$ cat src/rtl/btn_event.sv
// Button event decoder: turns a debounced level into press/release/click/double-click/long-press pulses.
// Define BTN_EVENT_REPEAT_EN to enable auto-repeat; release/repeat are SV keywords, hence the _evt port names.
module btn_event #(
  parameter int LONG_CYCLES   = 25000000,
  parameter int DCLICK_CYCLES = 12500000,
  parameter int REPEAT_CYCLES = 5000000
) (
  input  logic clk,
  input  logic rst_n,
  input  logic level,
  output logic press,
  output logic release_evt,
  output logic click,
  output logic dclick,
  output logic long_press,
  output logic repeat_evt,
  output logic held
);

  localparam int MAX_AB  = (LONG_CYCLES > DCLICK_CYCLES) ? LONG_CYCLES : DCLICK_CYCLES;
  localparam int MAX_CYC = (MAX_AB > REPEAT_CYCLES) ? MAX_AB : REPEAT_CYCLES;
  localparam int TW      = $clog2(MAX_CYC + 1);

  localparam logic [TW-1:0] LONG_LAST   = TW'(LONG_CYCLES - 1);
  localparam logic [TW-1:0] DCLICK_LAST = TW'(DCLICK_CYCLES - 1);
`ifdef BTN_EVENT_REPEAT_EN
  localparam logic [TW-1:0] REPEAT_LAST = TW'(REPEAT_CYCLES - 1);
`endif

  typedef enum logic [2:0] {IDLE, PRESSED, WAIT2, PRESSED2, LONG} state_t;

  state_t        state, state_next;
  logic [TW-1:0] timer;
  logic          level_q;
  logic          rise, fall;
  logic          timer_clr;
  logic          press_d, release_d, click_d, dclick_d, long_d;
`ifdef BTN_EVENT_REPEAT_EN
  logic          repeat_d;
`endif

  assign rise = level & ~level_q;
  assign fall = ~level & level_q;
  assign held = level_q;

  always_ff @(posedge clk or negedge rst_n) begin
    if (!rst_n) begin
      state       <= IDLE;
      timer       <= '0;
      level_q     <= 1'b0;
      press       <= 1'b0;
      release_evt <= 1'b0;
      click       <= 1'b0;
      dclick      <= 1'b0;
      long_press  <= 1'b0;
`ifdef BTN_EVENT_REPEAT_EN
      repeat_evt  <= 1'b0;
`endif
    end else begin
      state       <= state_next;
      level_q     <= level;
      press       <= press_d;
      release_evt <= release_d;
      click       <= click_d;
      dclick      <= dclick_d;
      long_press  <= long_d;
`ifdef BTN_EVENT_REPEAT_EN
      repeat_evt  <= repeat_d;
`endif
      if (timer_clr)
        timer <= '0;
      else if (timer != '1)
        timer <= timer + TW'(1);
    end
  end

`ifndef BTN_EVENT_REPEAT_EN
  assign repeat_evt = 1'b0;
`endif

  // Level edges are tested before timer thresholds so an edge always wins a tie.
  always_comb begin
    state_next = state;
    timer_clr  = 1'b0;
    case (state)
      IDLE:     if (rise) state_next = PRESSED;
      PRESSED:  if (fall) state_next = WAIT2;
                else if (timer == LONG_LAST) state_next = LONG;
      WAIT2:    if (rise) state_next = PRESSED2;
                else if (timer == DCLICK_LAST) state_next = IDLE;
      PRESSED2: if (fall) state_next = IDLE;
                else if (timer == LONG_LAST) state_next = LONG;
      LONG: begin
        if (fall) state_next = IDLE;
`ifdef BTN_EVENT_REPEAT_EN
        else if (timer == REPEAT_LAST) timer_clr = 1'b1;
`endif
      end
      default:  state_next = IDLE;
    endcase
    if (state_next != state)
      timer_clr = 1'b1;
  end

  always_comb begin
    press_d   = 1'b0;
    release_d = 1'b0;
    click_d   = 1'b0;
    dclick_d  = 1'b0;
    long_d    = 1'b0;
`ifdef BTN_EVENT_REPEAT_EN
    repeat_d  = 1'b0;
`endif
    case (state)
      IDLE:     press_d = rise;
      PRESSED:  if (fall) release_d = 1'b1;
                else if (timer == LONG_LAST) long_d = 1'b1;
      WAIT2:    if (rise) press_d = 1'b1;
                else if (timer == DCLICK_LAST) click_d = 1'b1;
      PRESSED2: begin
        if (fall) begin
          release_d = 1'b1;
          dclick_d  = 1'b1;
        end else if (timer == LONG_LAST) begin
          long_d = 1'b1;
        end
      end
      LONG: begin
        if (fall) release_d = 1'b1;
`ifdef BTN_EVENT_REPEAT_EN
        else if (timer == REPEAT_LAST) repeat_d = 1'b1;
`endif
      end
      default: ;
    endcase
  end

endmodule

$ cat config.mk
export PLATFORM = sky130hd
export DESIGN_NAME = btn_event
export DESIGN_NICKNAME = d
export VERILOG_FILES = /design/src/rtl/btn_event.sv
export SDC_FILE = /design/constraint.sdc
export NUM_CORES = 1
export LEC_CHECK = 0
export CAP_MARGIN = 10
export CELL_PAD_IN_SITES_DETAIL_PLACEMENT = 1
export CELL_PAD_IN_SITES_GLOBAL_PLACEMENT = 2
export CORE_UTILIZATION = 37
export CTS_CLUSTER_SIZE = 12
export DETAILED_ROUTE_END_ITERATION = 12
export GPL_TIMING_DRIVEN = 0
export PLACE_DENSITY = 0.86
export SLEW_MARGIN = 25
export SYNTH_ARGS = -nofsm -noshare
export SYNTH_HDL_FRONTEND = slang
export SYNTH_SLANG_ARGS = --single-unit
$ cat constraint.sdc
create_clock -name clk -period 2.53 [get_ports clk]
set_clock_uncertainty 0.1 [all_clocks]
set_input_delay 0.506 -clock clk [delete_from_list [all_inputs] [get_ports clk]]
set_output_delay 0.506 -clock clk [all_outputs]
set_load 0.01 [all_outputs]
* Word level (Yosys, flattened, before mapping)
Cells that the tools add are included.
Cells by class: reductions and logical operators 4, bitwise logic cells 4, muxes and demuxes 22, equal/unequal tests 8, add/sub/neg operators 1
Operators by type and width (number):
- $mux 25 | 2
- $add 25x1->25 const B | 1
- $eq 25x24->1 const B | 1
- $eq 25x25->1 const B | 1
- $ne 25x25->1 const B | 1
- $mux 3 | 7
- $pmux 3 s5 | 1
- $mux 1 | 11
- $eq 3x2->1 const B | 2
- $eq 3x1->1 const B | 1
- $eq 3x3->1 const B | 1
- $logic_not 3->1 | 1
- $ne 3x3->1 | 1
- $reduce_or 3->1 | 1
- $and 1x1->1 | 2
- $not 1->1 | 2
- $pmux 1 s2 | 1
- $reduce_bool 2->1 | 1
- $reduce_or 2->1 | 1
Storage, ports and cells: word-level logic and storage cells 47, input bits 3, flip-flop bits (word level) 34, output and inout bits 7

* Logic depth before layout (Yosys ltp)
Gate-level depths: netlist (run 1).
depth in word-level cells 7, depth in mapped cells 7, mapped depth without buffers 6

* Worst setup path before layout (run 1)
Ideal clock, no wire load.
path type reg2reg, start point register timer[6], end point register timer[5], slack 0.379 ns, setup time 0.130 ns, cell stages (with the launch flop) 7, arrival 1.921 ns, path through dfrtp_1 -> or4_4 -> nor4_4 -> a41oi_1 -> o211ai_2 -> buf_6 -> a21oi_1
On the way: word-level cells in the longest chain between the ends 7, elaborated cells between the ends (all ways) 13, classes of those cells eq/ne (4); mux (8); reduce/logical (1)
Ends and longest elaborated chain:
- start, declared | RTL line 33 | logic [TW-1:0] timer;
- start signal, assigned | RTL line 73 | timer <= timer + TW'(1);
- $eq 25x25->1 / $eq 25x24->1 (equally long branches) | RTL line 88, 92, 90
- $mux 3 (on tied branches) | RTL line 88, 92, 90
- $mux 3 (on tied branches) | RTL line 91, 87, 89
- $pmux 3 s5 | RTL line 85 | case (state)
- $ne 3x3->1 | RTL line 101 | if (state_next != state)
- $mux 1 | RTL line 101
- $mux 25 / $reduce_bool 2->1 (equally long branches)
Parallel ways exist; a longest one is shown, timed or not. A chain may end at the register's enable or synchronous reset.

* Worst setup path after layout (run 1)
Same ends and word-level chain as after synthesis.

==> results of run 1 <==
registers in the layout, indices dropped and copies added, names as in the netlist:
name	count
dclick	1
state	3
press	1
long_press	1
click	1
release_evt	1
timer	25
held	1
per-stage QoR:
step	std cells	TNS, ns	setup WS [ns]	hold slack (ns)
global route	274	-0.0308	-0.0179	0.0143
finish	274	0	0.0978	0.00532
detailed placement	265	-3.09	-0.170	0.322
CTS	272	0	0.0173	0.00746
global placement	264	-2.10	-0.120	0.433
floorplan	189	0	0.379	0.110
kinds of logic after synthesis:
| logic type | share of synthesized area, % |
|---|---|
| simple gates | 29.8 |
| compound gates | 16.1 |
| flops | 46.2 |
| xor+xnor | 3.33 |
| buf+inv | 3.13 |
| fa+ha+maj | 0.680 |
| other cells | 0.204 |
| mux | 0.544 |
cells in the mapped netlist, types with 2 or more instances:
library cell,number
nand3_1,11
o21ai_0,9
buf_4,2
xor2_1,7
nor4b_1,2
and4_1,2
a41oi_1,2
nor4_1,2
or2_2,3
nand2b_1,2
or3_1,7
buf_6,3
or4_2,5
nor2_1,16
nor3_1,9
o2111ai_1,2
and3_1,2
a21oi_2,2
nand2_1,11
nand4_1,7
dfrtp_1,34
o31ai_1,7
a21oi_1,20
report_power, final:
group          switching [mW]  internal [mW]  total [mW]
logic                   0.118         0.0851       0.203
clock network           0.205          0.185       0.389
registers              0.0386          0.579       0.617
total                   0.362          0.848        1.21
cell type report:
type / instances / area [µm²]
inverters: 1 / 3.75
flip-flops and latches: 34 / 851
fillers: 555 / 2620
well taps: 67 / 83.8
clock inverters: 2 / 10.0
plain buffers: 6 / 53.8
repair buffers: 11 / 118
clock buffers: 5 / 68.8
multi-input cells: 148 / 947
worst min path at each step:
stage	startpoint	to	slack [ns]	cells past startpoint
detailed placement	rst_n	timer[22]	0.32	1
finish	rst_n	timer[22]	0.005	1
global route	rst_n	timer[18]	0.01	1
global placement	state[2]	state[0]	0.43	1
CTS	rst_n	timer[22]	0.007	1
floorplan	rst_n	click	0.11	0
metal layers:
layer  vias to the layer above  part of all wire (%)  global-route usage (%)
li1                        753                     -                       -
met1                       817                    46                    25.9
met2                        29                    50                    33.3
met3                         5                   3.4                    4.58
met4                         0                   1.4                    8.71
met5                         -                     0                       0
timing repair:
action,in CTS,in global routing
buffers inserted,0,2
gates resized for setup,0,3
setup endpoints to repair,0,24
==> impl_metrics.json, run 1 <==
{
  "drc": 0,
  "ys_types": 45,
  "layout_commonest_cell": "dfrtp_1",
  "fin_nets": 211,
  "cts.path.max_buffers": 2,
  "worstMarginPinSlew_ns": 0.617,
  "path_buf_inv": 1,
  "period_needed_ns": 2.43,
  "holdBufCountCts": 0,
  "critPathMaxFanout": 10,
  "grt_pass1_wl_um": 8050,
  "rows": 25,
  "power.total_mw": 1.21,
  "slowest_stage": "or4_4",
  "rr_endpoint": "timer[5]",
  "ant_nets": 0,
  "synthToLayoutAreaGrowth_pct": 16.0,
  "setup_viol": 0,
  "required_ns": 2.60,
  "die-height_um": 72.5,
  "via_per_inst": 5.85,
  "crit_path_cell_trace": "or4_4 -> nor4_4 -> a41oi_1 -> o211ai_4 -> buf_6 -> a21oi_1",
  "cts_tree": "built",
  "gp_congestion": 0.841,
  "avgSynthCellArea_um2": 9.74,
  "power.density_nw_per_um2": 567,
  "ys_async_sr_fraction_pct": 100,
  "synth_area_leaders": "dfrtp_1, a21oi_1, xor2_1",
  "peakVddDrop_mv": 0.237,
  "ios": 10,
  "critPathTopFamily": "simple AND/OR/NAND/NOR gates",
  "cts_buffers": 5,
  "grt_usage_pct": 20.4,
  "grt_max_degree": 24,
  "cts_sinks": 34,
  "routed_wl_um": 4890,
  "leakagePower_nw": 0.816,
  "syn_nets": 193,
  "post-route-util_pct": 44.9,
  "coreArea_um2": 4750,
  "vias": 1604,
  "placed_area_um2": 2030,
  "fp.dieArea_um2": 5260,
  "grt_pass1_vias": 1637,
  "fin_crit_sh_pct": 96.1,
  "syn_inst": 189,
  "routedWlPerCell_um": 17.9,
  "rrSetupSlack_ns": 0.1,
  "drive_gt1_share_pct": 17.9,
  "netlist_area_um2": 1840,
  "drv_slew": 0,
  "crit_end": "timer[5]",
  "root_buffer": "clkbuf_8",
  "max_clock_freq_mhz": 411,
  "first_iter_violations": 79,
  "relSlewSlack_pct": 58.2,
  "synth_top_area_share_pct": 46.2,
  "ys_seq_area_share_pct": 46.2,
  "synth_seq_cells": 34,
  "ys_warn_count": 0,
  "start_kind": "flop",
  "synth_edf_count": 0,
  "final_cell_mix": "dfrtp_1, a21oi_1, nor2_1",
  "critPathKind": "flop to flop",
  "arrival_ns": 2.51,
  "synth_ff_type": "dfrtp_1",
  "clkTransAtPathRegs_ns": 0.07,
  "clkLatencyLatePin_ns": 0.29,
  "hp-class": "primary input to asynchronous set/reset pin",
  "synth_top_cell_by_area": "dfrtp_1",
  "cap_viol_max_count": 0,
  "cp.depth": 6,
  "antenna_cells": 0,
  "cpPeakStageDelay_ns": 0.59,
  "overflow": 0,
  "die_x_um": 72.5,
  "htree_levels": 2,
  "startpoint": "timer[6]",
  "antenna_found_initial": 0,
  "start_util_pct": 38.7,
  "r2r_start": "timer[6]",
  "end_kind": "flop",
  "hold_viol": 0,
  "r2r_cells": 6,
  "drt_pass1_iterations": 4,
  "final_area_um2": 2140,
  "post-dp-hpwl_um": 3430,
  "port-buffer-count": 8,
  "outcome": "completed"
}
(Power assumes the default switching activity.)
==> inputs of run 2 (changes only) <==
clock period = 2.64 ns   (was 2.53 ns; I/O delays follow)
==> run 2 against run 1 <==
Clock-buffer cell count is the same. Flip-flop and latch count is the same. First-iteration DRC count grew 10%. Worst setup slack gained 0.10 ns. Non-clock buffer count shrank 2. Critical endpoint unchanged. Hold slack gained 0.022 ns. Highest routed layer unchanged.
==> impl_metrics.json, run 2 (synthesis gave the netlist of run 1 again) <==
{
  "multi_input_area_um2": 941,
  "port-buffer-count": 8,
  "arrival_ns": 2.51,
  "coreArea_um2": 4750,
  "placed_area_um2": 2030,
  "seqCellArea_um2": 851,
  "cts_sinks": 34,
  "die_x_um": 72.5,
  "start_util_pct": 38.7,
  "largest_register_ffs": 25,
  "fin_crit_sh_pct": 92.4,
  "clkLatencyLatePin_ns": 0.29,
  "slowest_stage": "or4_4",
  "via_per_inst": 5.84,
  "final_cell_mix": "dfrtp_1, a21oi_1, nor2_1",
  "fillers": 554,
  "end_kind": "flop",
  "layout_commonest_cell": "dfrtp_1",
  "reg.largest.list": "timer: 25 flops, state: 3 flops",
  "start_kind": "flop",
  "grt_setup_unrepaired": "false",
  "holdBufCountCts": 0,
  "grt_pass1_wl_um": 8050,
  "drive_gt1_share_pct": 16.6,
  "ant_nets": 0,
  "fp.dieArea_um2": 5260,
  "cts_buffers": 5,
  "synthToLayoutAreaGrowth_pct": 14.9,
  "required_ns": 2.71,
  "max_clock_freq_mhz": 410,
  "fin_nets": 209,
  "crit_path_cell_trace": "or4_4 -> nor4_4 -> a41oi_1 -> o211ai_4 -> buf_6 -> a21oi_1",
  "hold_viol": 0,
  "overflow": 0,
  "grt_util_met1_pct": 25.9,
  "worstMarginPinSlew_ns": 0.899,
  "top_register": "timer",
  "routedWlPerCell_um": 17.6,
  "rows": 25,
  "busiest_layer": "met2",
  "cpPeakStageDelay_ns": 0.59,
  "final_area_um2": 2110,
  "cts.path.max_buffers": 2,
  "grt_use_met2_pct": 33.3,
  "critPathKind": "flop to flop",
  "relSlewSlack_pct": 39.3,
  "peakVddDrop_mv": 0.227,
  "die-height_um": 72.5,
  "leakagePower_nw": 0.803,
  "drc": 0,
  "vias": 1589,
  "post_cts_buffers": 0,
  "critPathMaxFanout": 10,
  "met3_usage_pct": 4.58,
  "ios": 10,
  "grt_pass1_vias": 1637,
  "power.density_nw_per_um2": 547,
  "period_needed_ns": 2.44,
  "clkTransAtPathRegs_ns": 0.07,
  "first_iter_violations": 87,
  "grt_usage_pct": 20.4,
  "htree_levels": 2,
  "antenna_found_initial": 0,
  "root_buffer": "clkbuf_8",
  "grt_max_degree": 24,
  "drv_slew": 0,
  "antenna_cells": 0,
  "drt_pass1_iterations": 4,
  "post-dp-hpwl_um": 3430,
  "gp_congestion": 0.841,
  "routed_wl_um": 4800,
  "cap_viol_max_count": 0,
  "whs_ns": 0.0269,
  "cts_tree": "built",
  "setup_viol": 0,
  "hp-class": "primary input to asynchronous set/reset pin",
  "outcome": "completed"
}
-- run 2: worst paths after layout --
path,startpoint,end,slack (ns),depth (start not counted)
max,timer[6],timer[5],0.20,6
min,rst_n,timer[22],0.03,1
max reg2reg,timer[6],timer[5],0.20,6
min reg2reg,state[0],click,0.46,2
max in group asynchronous,rst_n,timer[6],1.98,2
min in group clk,state[0],click,0.46,2
-- run 2: per-layer routing --
metal  vias up  wire length, µm  share of wire (%)
li1        750                -                  -
met1       804             2230                 46
met2        30             2360                 49
met3         5              138                2.9
met4         0               68                1.4
met5         -                0                  0
-- run 2: repair_timing --
action / 4_1_cts / 5_1_grt
setup endpoints to repair: 0 / 2
resized for setup: 0 / 1
endpoints found under the hold margin: 0 / 0
-- run 2: stage by stage --
step | power (mW) | setup WS, ns | setup TNS [ns] | utilization (%) | instances
global route | 1.22 | 0.0309 | 0 | 44.5 | 272
floorplan | 0.717 | 0.489 | 0 | - | 189
finish | 1.16 | 0.201 | 0 | 44.5 | 272
global placement | 0.776 | -0.0322 | -0.340 | 42.2 | 264
CTS | 1.16 | 0.127 | 0 | 44.3 | 272
detailed placement | 0.792 | -0.0816 | -1.29 | 42.6 | 265
-- run 2: final cells by class --
type / count / share of cell area, %
well taps: 67 / 3.96
multi-input cells: 148 / 44.5
clock buffers: 5 / 3.25
repair buffers: 9 / 4.85
inverters: 1 / 0.178
plain buffers: 6 / 2.54
flip-flops and latches: 34 / 40.2
clock inverters: 2 / 0.473
-- run 2: power by group --
group          total, mW  switching, mW  internal (mW)  leakage (nW)
sequential         0.591         0.0364          0.554         0.465
combinational      0.194          0.113         0.0815         0.294
clock              0.371          0.194          0.177        0.0438
-- run 2: worst max-delay path, delay by kind of cell (launching register included) --
kind                   cells  cell delay [ns]
AO/OA/AOI/OAI              3             0.66
AND/OR/NAND/NOR            2             0.89
flip-flops                 1             0.44
buffers and inverters      1             0.22
